[config.mk]
export PLATFORM = sky130hd
export DESIGN_NAME = sqrt_ctrl
export DESIGN_NICKNAME = d
export VERILOG_FILES = /design/src/rtl/sqrt_ctrl_pkg.sv /design/src/rtl/sqrt_ctrl.sv
export SDC_FILE = /design/constraint.sdc
export NUM_CORES = 1
export LEC_CHECK = 0
export BUFFER_PORTS_ARGS = -buffer_cell sky130_fd_sc_hd__buf_2
export CAP_MARGIN = 15
export CORE_MARGIN = 3
export CORE_UTILIZATION = 35
export DETAILED_ROUTE_END_ITERATION = 16
export PLACE_DENSITY = 0.71
export SKIP_CTS_REPAIR_TIMING = 1
export SYNTH_ARGS = -nofsm -noshare
export SYNTH_HDL_FRONTEND = slang
export SYNTH_SLANG_ARGS = --single-unit
[constraint.sdc]
create_clock -name clk -period 2.9 [get_ports clk]
set_input_delay 0.145 -clock clk [delete_from_list [all_inputs] [get_ports clk]]
set_output_delay 0.145 -clock clk [all_outputs]
set_load 0.02 [all_outputs]
[src/rtl/sqrt_ctrl_pkg.sv]
// Shared definitions for the 8-bit integer square-root unit: controller state
// encoding, default iteration guard and datapath register widths.
package sqrt_ctrl_pkg;

    typedef enum logic [2:0] {
        S_IDLE   = 3'd0,
        S_INIT   = 3'd1,
        S_LOAD   = 3'd2,
        S_TEST   = 3'd3,
        S_UPDATE = 3'd4,
        S_OUTLD  = 3'd5,
        S_DONE   = 3'd6,
        S_ERROR  = 3'd7
    } state_e;

    localparam int MAX_ITER_DEF = 16;
    localparam int ITER_W_DEF   = 5;

    localparam int A_W    = 8;
    localparam int SQ_W   = 9;
    localparam int DEL_W  = 5;
    localparam int ROOT_W = 4;

endpackage

[src/rtl/sqrt_ctrl.sv]
// Sequencer for the square-root datapath: go/ready start handshake, Moore
// strobes per state, lteflg-driven iteration with a runaway guard, done/err held until ack.
module sqrt_ctrl
    import sqrt_ctrl_pkg::*;
#(
    parameter int MAX_ITER = MAX_ITER_DEF,
    parameter int ITER_W   = ITER_W_DEF
) (
    input  logic              clk,
    input  logic              clr,
    input  logic              go,
    output logic              ready,
    input  logic              lteflg,
    input  logic              ack,
    output logic              dp_init,
    output logic              ald,
    output logic              sqld,
    output logic              dld,
    output logic              outld,
    output logic              done,
    output logic              err,
    output logic [ITER_W-1:0] iter
);

    localparam logic [ITER_W-1:0] ITER_LIMIT = ITER_W'(MAX_ITER);
    localparam logic [ITER_W-1:0] ITER_ONE   = ITER_W'(1);

    state_e            state_q, state_d;
    logic [ITER_W-1:0] iter_q, iter_d;

    logic dp_init_s, ald_s, sqld_s, dld_s, outld_s;

    // State register and iteration counter.
    always_ff @(posedge clk) begin
        if (!clr) begin
            state_q <= S_IDLE;
            iter_q  <= '0;
        end else begin
            state_q <= state_d;
            iter_q  <= iter_d;
        end
    end

    // Next-state logic.
    always_comb begin
        state_d = state_q;
        iter_d  = iter_q;
        case (state_q)
            S_IDLE:   if (go) state_d = S_INIT;
            S_INIT: begin
                iter_d  = '0;
                state_d = S_LOAD;
            end
            S_LOAD:   state_d = S_TEST;
            S_TEST: begin
                if (!lteflg)                state_d = S_OUTLD;
                else if (iter_q < ITER_LIMIT) state_d = S_UPDATE;
                else                        state_d = S_ERROR;
            end
            S_UPDATE: begin
                // Saturate so a mis-sized ITER_W can never wrap back under the limit.
                if (iter_q != '1) iter_d = iter_q + ITER_ONE;
                state_d = S_TEST;
            end
            S_OUTLD:  state_d = S_DONE;
            S_DONE:   if (ack) state_d = S_IDLE;
            S_ERROR:  if (ack) state_d = S_IDLE;
            default:  state_d = S_IDLE;
        endcase
    end

    // Moore output decode.
    always_comb begin
        ready     = 1'b0;
        dp_init_s = 1'b0;
        ald_s     = 1'b0;
        sqld_s    = 1'b0;
        dld_s     = 1'b0;
        outld_s   = 1'b0;
        done      = 1'b0;
        err       = 1'b0;
        case (state_q)
            S_IDLE:   ready     = 1'b1;
            S_INIT:   dp_init_s = 1'b1;
            S_LOAD:   ald_s     = 1'b1;
            S_UPDATE: begin
                sqld_s = 1'b1;
                dld_s  = 1'b1;
            end
            S_OUTLD:  outld_s   = 1'b1;
            S_DONE:   done      = 1'b1;
            S_ERROR:  err       = 1'b1;
            default:  ;
        endcase
    end

    // Strobes are masked during a reset cycle so an aborted run never touches the datapath.
    assign dp_init = dp_init_s & clr;
    assign ald     = ald_s     & clr;
    assign sqld    = sqld_s    & clr;
    assign dld     = dld_s     & clr;
    assign outld   = outld_s   & clr;
    assign iter    = iter_q;

endmodule

### Word level (Yosys, flattened, before mapping)

Cells that the tools add are included.

| word-level totals | value |
|---|---|
| latch bits | 0 |
| flip-flop bits (word level) | 8 |
| memory bits (writable) | 0 |
| memories kept | 0 |
| ROM bits | 0 |

| operators by class | value |
|---|---|
| bitwise operators | 4 |
| $lt $le $gt $ge | 1 |
| multiply operators | 0 |
| muxes and demuxes | 14 |
| eq/ne operators | 11 |
| add/sub/neg operators | 1 |
| div/mod/pow operators | 0 |
| shift-type cells | 0 |
| reduce and logical (&&, ||, !) cells | 6 |

Operators by type and width:

| operator | number |
|---|---|
| $pmux W3 S6 | 1 |
| $eq A3 B3 Y1 const B | 4 |
| $pmux W5 S2 | 1 |
| $mux W1 | 7 |
| $eq A3 B2 Y1 const B | 2 |
| $mux W3 | 2 |
| $add A5 B1 Y5 const B | 1 |
| $lt A5 B5 Y1 const B | 1 |
| $mux W5 | 1 |
| $ne A5 B5 Y1 const B | 1 |
| $and A1 B1 Y1 | 4 |
| $mux W2 | 2 |
| $ne A2 B2 Y1 const B | 2 |
| $reduce_and A2 Y1 | 2 |
| $reduce_or A2 Y1 | 2 |
| $eq A3 B1 Y1 const B | 1 |
| $logic_not A3 Y1 | 1 |
| $ne A2 B1 Y1 const B | 1 |
| $reduce_bool A2 Y1 | 1 |

### Logic depth before layout (Yosys ltp)

| depth | value |
|---|---|
| word-level depth | 4 |
| gate-level depth with buffers | 6 |

### Worst setup path before layout

OpenSTA, ideal clock, no wires.

| timing | value |
|---|---|
| path type | flip-flop to flip-flop |
| start point | reg iter_q[0] (netlist: iter[0]) |
| end point | reg iter_q[1] (netlist: iter[1]) |
| arrival time | 1.898 ns |
| library setup time | 0.117 ns |
| data required time | 2.783 ns |
| cell stages (with the launch flop) | 7 |
| period minus slack after synthesis | 2.016 ns |
| path buffers | 0 |
| path slack | 0.884 ns |
| cell sequence | dfxtp_1 > ha_1 > and3_1 > ha_1 > or4b_4 > and2_1 > a32o_1 |

| on the way | value |
|---|---|
| cells in the longest elaborated chain, start to end | 3 |
| elaborated cells on any way between the ends | 6 |

Ends and longest elaborated chain:

| item | line | text |
|---|---|---|
| from (decl) | sqrt_ctrl.sv:29 | `logic [ITER_W-1:0] iter_q, iter_d;` |
| from (signal assigned) | sqrt_ctrl.sv:40 | `iter_q <= iter_d;` |
| $add A5 B1 Y5 or $ne A5 B5 Y1 (tied branches) | sqrt_ctrl.sv:62 | `if (iter_q != '1) iter_d = iter_q + ITER_ONE;` |
| $mux W5 or $ne A2 B2 Y1 (tied branches) | n/a |  |
| $pmux W5 S2 or $reduce_and A2 Y1 (tied branches) | n/a |  |

Parallel ways exist; a longest one is shown, timed or not. The select of a mux whose other input is x is not followed.
A chain may end at the register's enable or synchronous reset.

### Worst setup path after layout

Ends and elaborated chain as after synthesis.

==> impl_metrics.ini <==
[timing]
max_freq_ghz = 0.493
setup_violations = 0
tightest_slew_ps = 585
fin_skew_ps = 2.20
max_slew_margin_pct = 60.5
final_max_slew_viol_count = 0
hold_violations = 0
tns_ps = 0
fin_crit_sh_pct = 69.9
rsz0062_at_grt = false
period_minus_slack_ps = 2030

[clock_tree]
cts_made_buffers = 3
clkTransAtPathRegs_ps = 50
cts_tree = yes
cts_buffer_depth = 2
ctsRootBufferMaster = clkbuf_4
cts_max_level = 1
clk_latency_ps = 260
clock_sinks = 8

[status]
status = complete, no violations

[drt]
dr.pass1.iters = 4
viasPerCell = 5.59
wl_per_cell_um = 12.1
vias = 486
drt_iter0_markers = 16
drc = 0
postRouteAntennaNets = 0
drt-total-wl_mm = 1.05

[critical_path]
crit_path_end_kind = flop
max_stage_delay_ps = 500
required_ps = 3050
worst_setup_path_start_kind = flop
critical_path.max_fanout = 5
worstSetupPathType = reg -> reg
cp_cell_sequence = ha_1 -> and3_1 -> ha_1 -> or4b_4 -> and2_1 -> a32o_1
cp_slowest_cell = or4b_4
critPathMostFrequentCell = ha_1
cp.arrival_ps = 2170

[global_route]
grt_pass1_wl_mm = 1.65
grt_antenna_before_repair = 0
grt_max_degree = 18
grt_pass1_vias = 373
overflow = 0
grt_use_total_pct = 12.2

[power]
combinationalPowerShare_pct = 20.4
power_leakage_uw = 0.000292
netSwitchingPower_uw = 85.9
power_frac_clock_pct = 30.7
power_uw = 275
sw_frac_of_total_pct = 31.2
intPower_uw = 190
vdd_ir_drop_max_v = 0.000366
pwr-share-seq_pct = 48.9
power.density_mw_per_mm2 = 459

[floorplan]
die_h_um = 43.7
start_util_pct = 40.9
ios = 18
core_area_mm2 = 0.00122
die_x_um = 43.7
num_rows = 12
die_area_mm2 = 0.00191

[place]
io_buffers = 17
dpl.hpwl_um = 754
gp_congestion = 0.697

[synth]
netlist_top_cells_count = dfxtp_1 (8), clkbuf_1 (4), nand2_1 (4)
yosys_warnings = 0
ys_seq_area_share_pct = 32.2
synthFlopType = dfxtp_1
netlist_area_um2 = 498
syn_area_per_cell_um2 = 8.59
synthArstFlopShare_pct = 0
ys_types = 31
synth_top_area_share_pct = 32.2
syn_inst = 58
synth_top_cell_by_area = dfxtp_1
synth_area_leaders = dfxtp_1 (32%), ha_1 (5.0%), a32o_1 (4.0%)
synth_most_common_cell = dfxtp_1
synth_edf_count = 0
syn-num-nets = 65
synth_seq_cells = 8

[min_path]
hold_path.class = in -> reg

[layout]
drive_gt1_share_pct = 31.5
nNetsFinal = 82
syn2layout_area_growth_pct = 20.6
diodes = 0
fillers = 115

[flow_run]
drv_cap = 0
registers in the layout, indices dropped and copies added (netlist names):
register and cells:
iter 5, state_q 3
layer usage:
layer / GRT usage [%] / vias up / wire length (um)
met4: 7.23 / 0 / 25
met5: 0 / - / 0
met3: 7.47 / 5 / 85
met2: 16.0 / 13 / 468
li1: - / 248 / -
met1: 14.9 / 220 / 472
final cells by class:
type	count	area, um2	area share (%)
multi-input combinational	44	312	51.9
sequential	8	160	26.7
timing repair buffer	17	85.1	14.2
clock buffer	3	22.5	3.75
tap	14	17.5	2.92
inverter	1	3.75	0.625
critical path: cells and delay by family, from the launching register on:
| kind | cells | cell delay, ps |
|---|---|---|
| adders and majority gates | 2 | 430 |
| DFF | 1 | 350 |
| AOI/OAI and AO/OA | 1 | 260 |
| and+or+nand+nor | 3 | 890 |
through the flow:
| stage | cell area, um2 | std cells | hold WS, ps | worst slack [ps] | util (%) |
|---|---|---|---|---|---|
| 5_1_grt | 601 | 87 | 190 | 794 | 49.4 |
| 2_1_floorplan | 498 | 58 | 339 | 884 | - |
| 4_1_cts | 601 | 87 | 191 | 879 | 49.4 |
| 3_3_place_gp | 578 | 84 | 466 | 924 | 47.5 |
| 6_report | 601 | 87 | 192 | 872 | 49.4 |
| 3_5_place_dp | 578 | 84 | 464 | 891 | 47.5 |
power groups by stage:
stage	Sequential, uW	Clock [uW]	Combinational, uW
6_report	135	84.7	56.1
3_3_place_gp	137	0	55.9
4_1_cts	134	87.0	56.7
2_1_floorplan	125	0	52.0
5_1_grt	137	95.4	62.2
3_5_place_dp	137	0	56.5
path summary, 6_finish.rpt:
path	slack, ps	depth (start not counted)	from	to
worst min-delay path	190	3	ack	state_q[2]
worst min register to register	490	2	iter[3]	iter[3]
worst max register to register	870	6	iter[0]	iter[1]
worst max-delay path	870	6	iter[0]	iter[1]
kinds of logic after synthesis:
group           after synthesis  synth area share [%]
simple gates                 30                  39.9
flops                         8                  32.2
mux                           1                  2.01
fa+ha+maj                     2                  5.02
compound gates               11                  15.6
buf+inv                       6                  5.28
placed cells by master (no fill, tap or decap), types with 2 or more instances in the layout:
cell type and n:
buf_2 17, dfxtp_1 8, nand2_1 4, a21oi_1 3, nand3_1 3, clkbuf_4 3, and3_1 2, nor4bb_1 2
nor3_1 2, and2_1 2, nand3b_1 2, or3_1 2, nand2b_1 2, a32o_1 2, o21ai_0 2, ha_1 2
No activity file was read; power rests on OpenSTA's default activity.
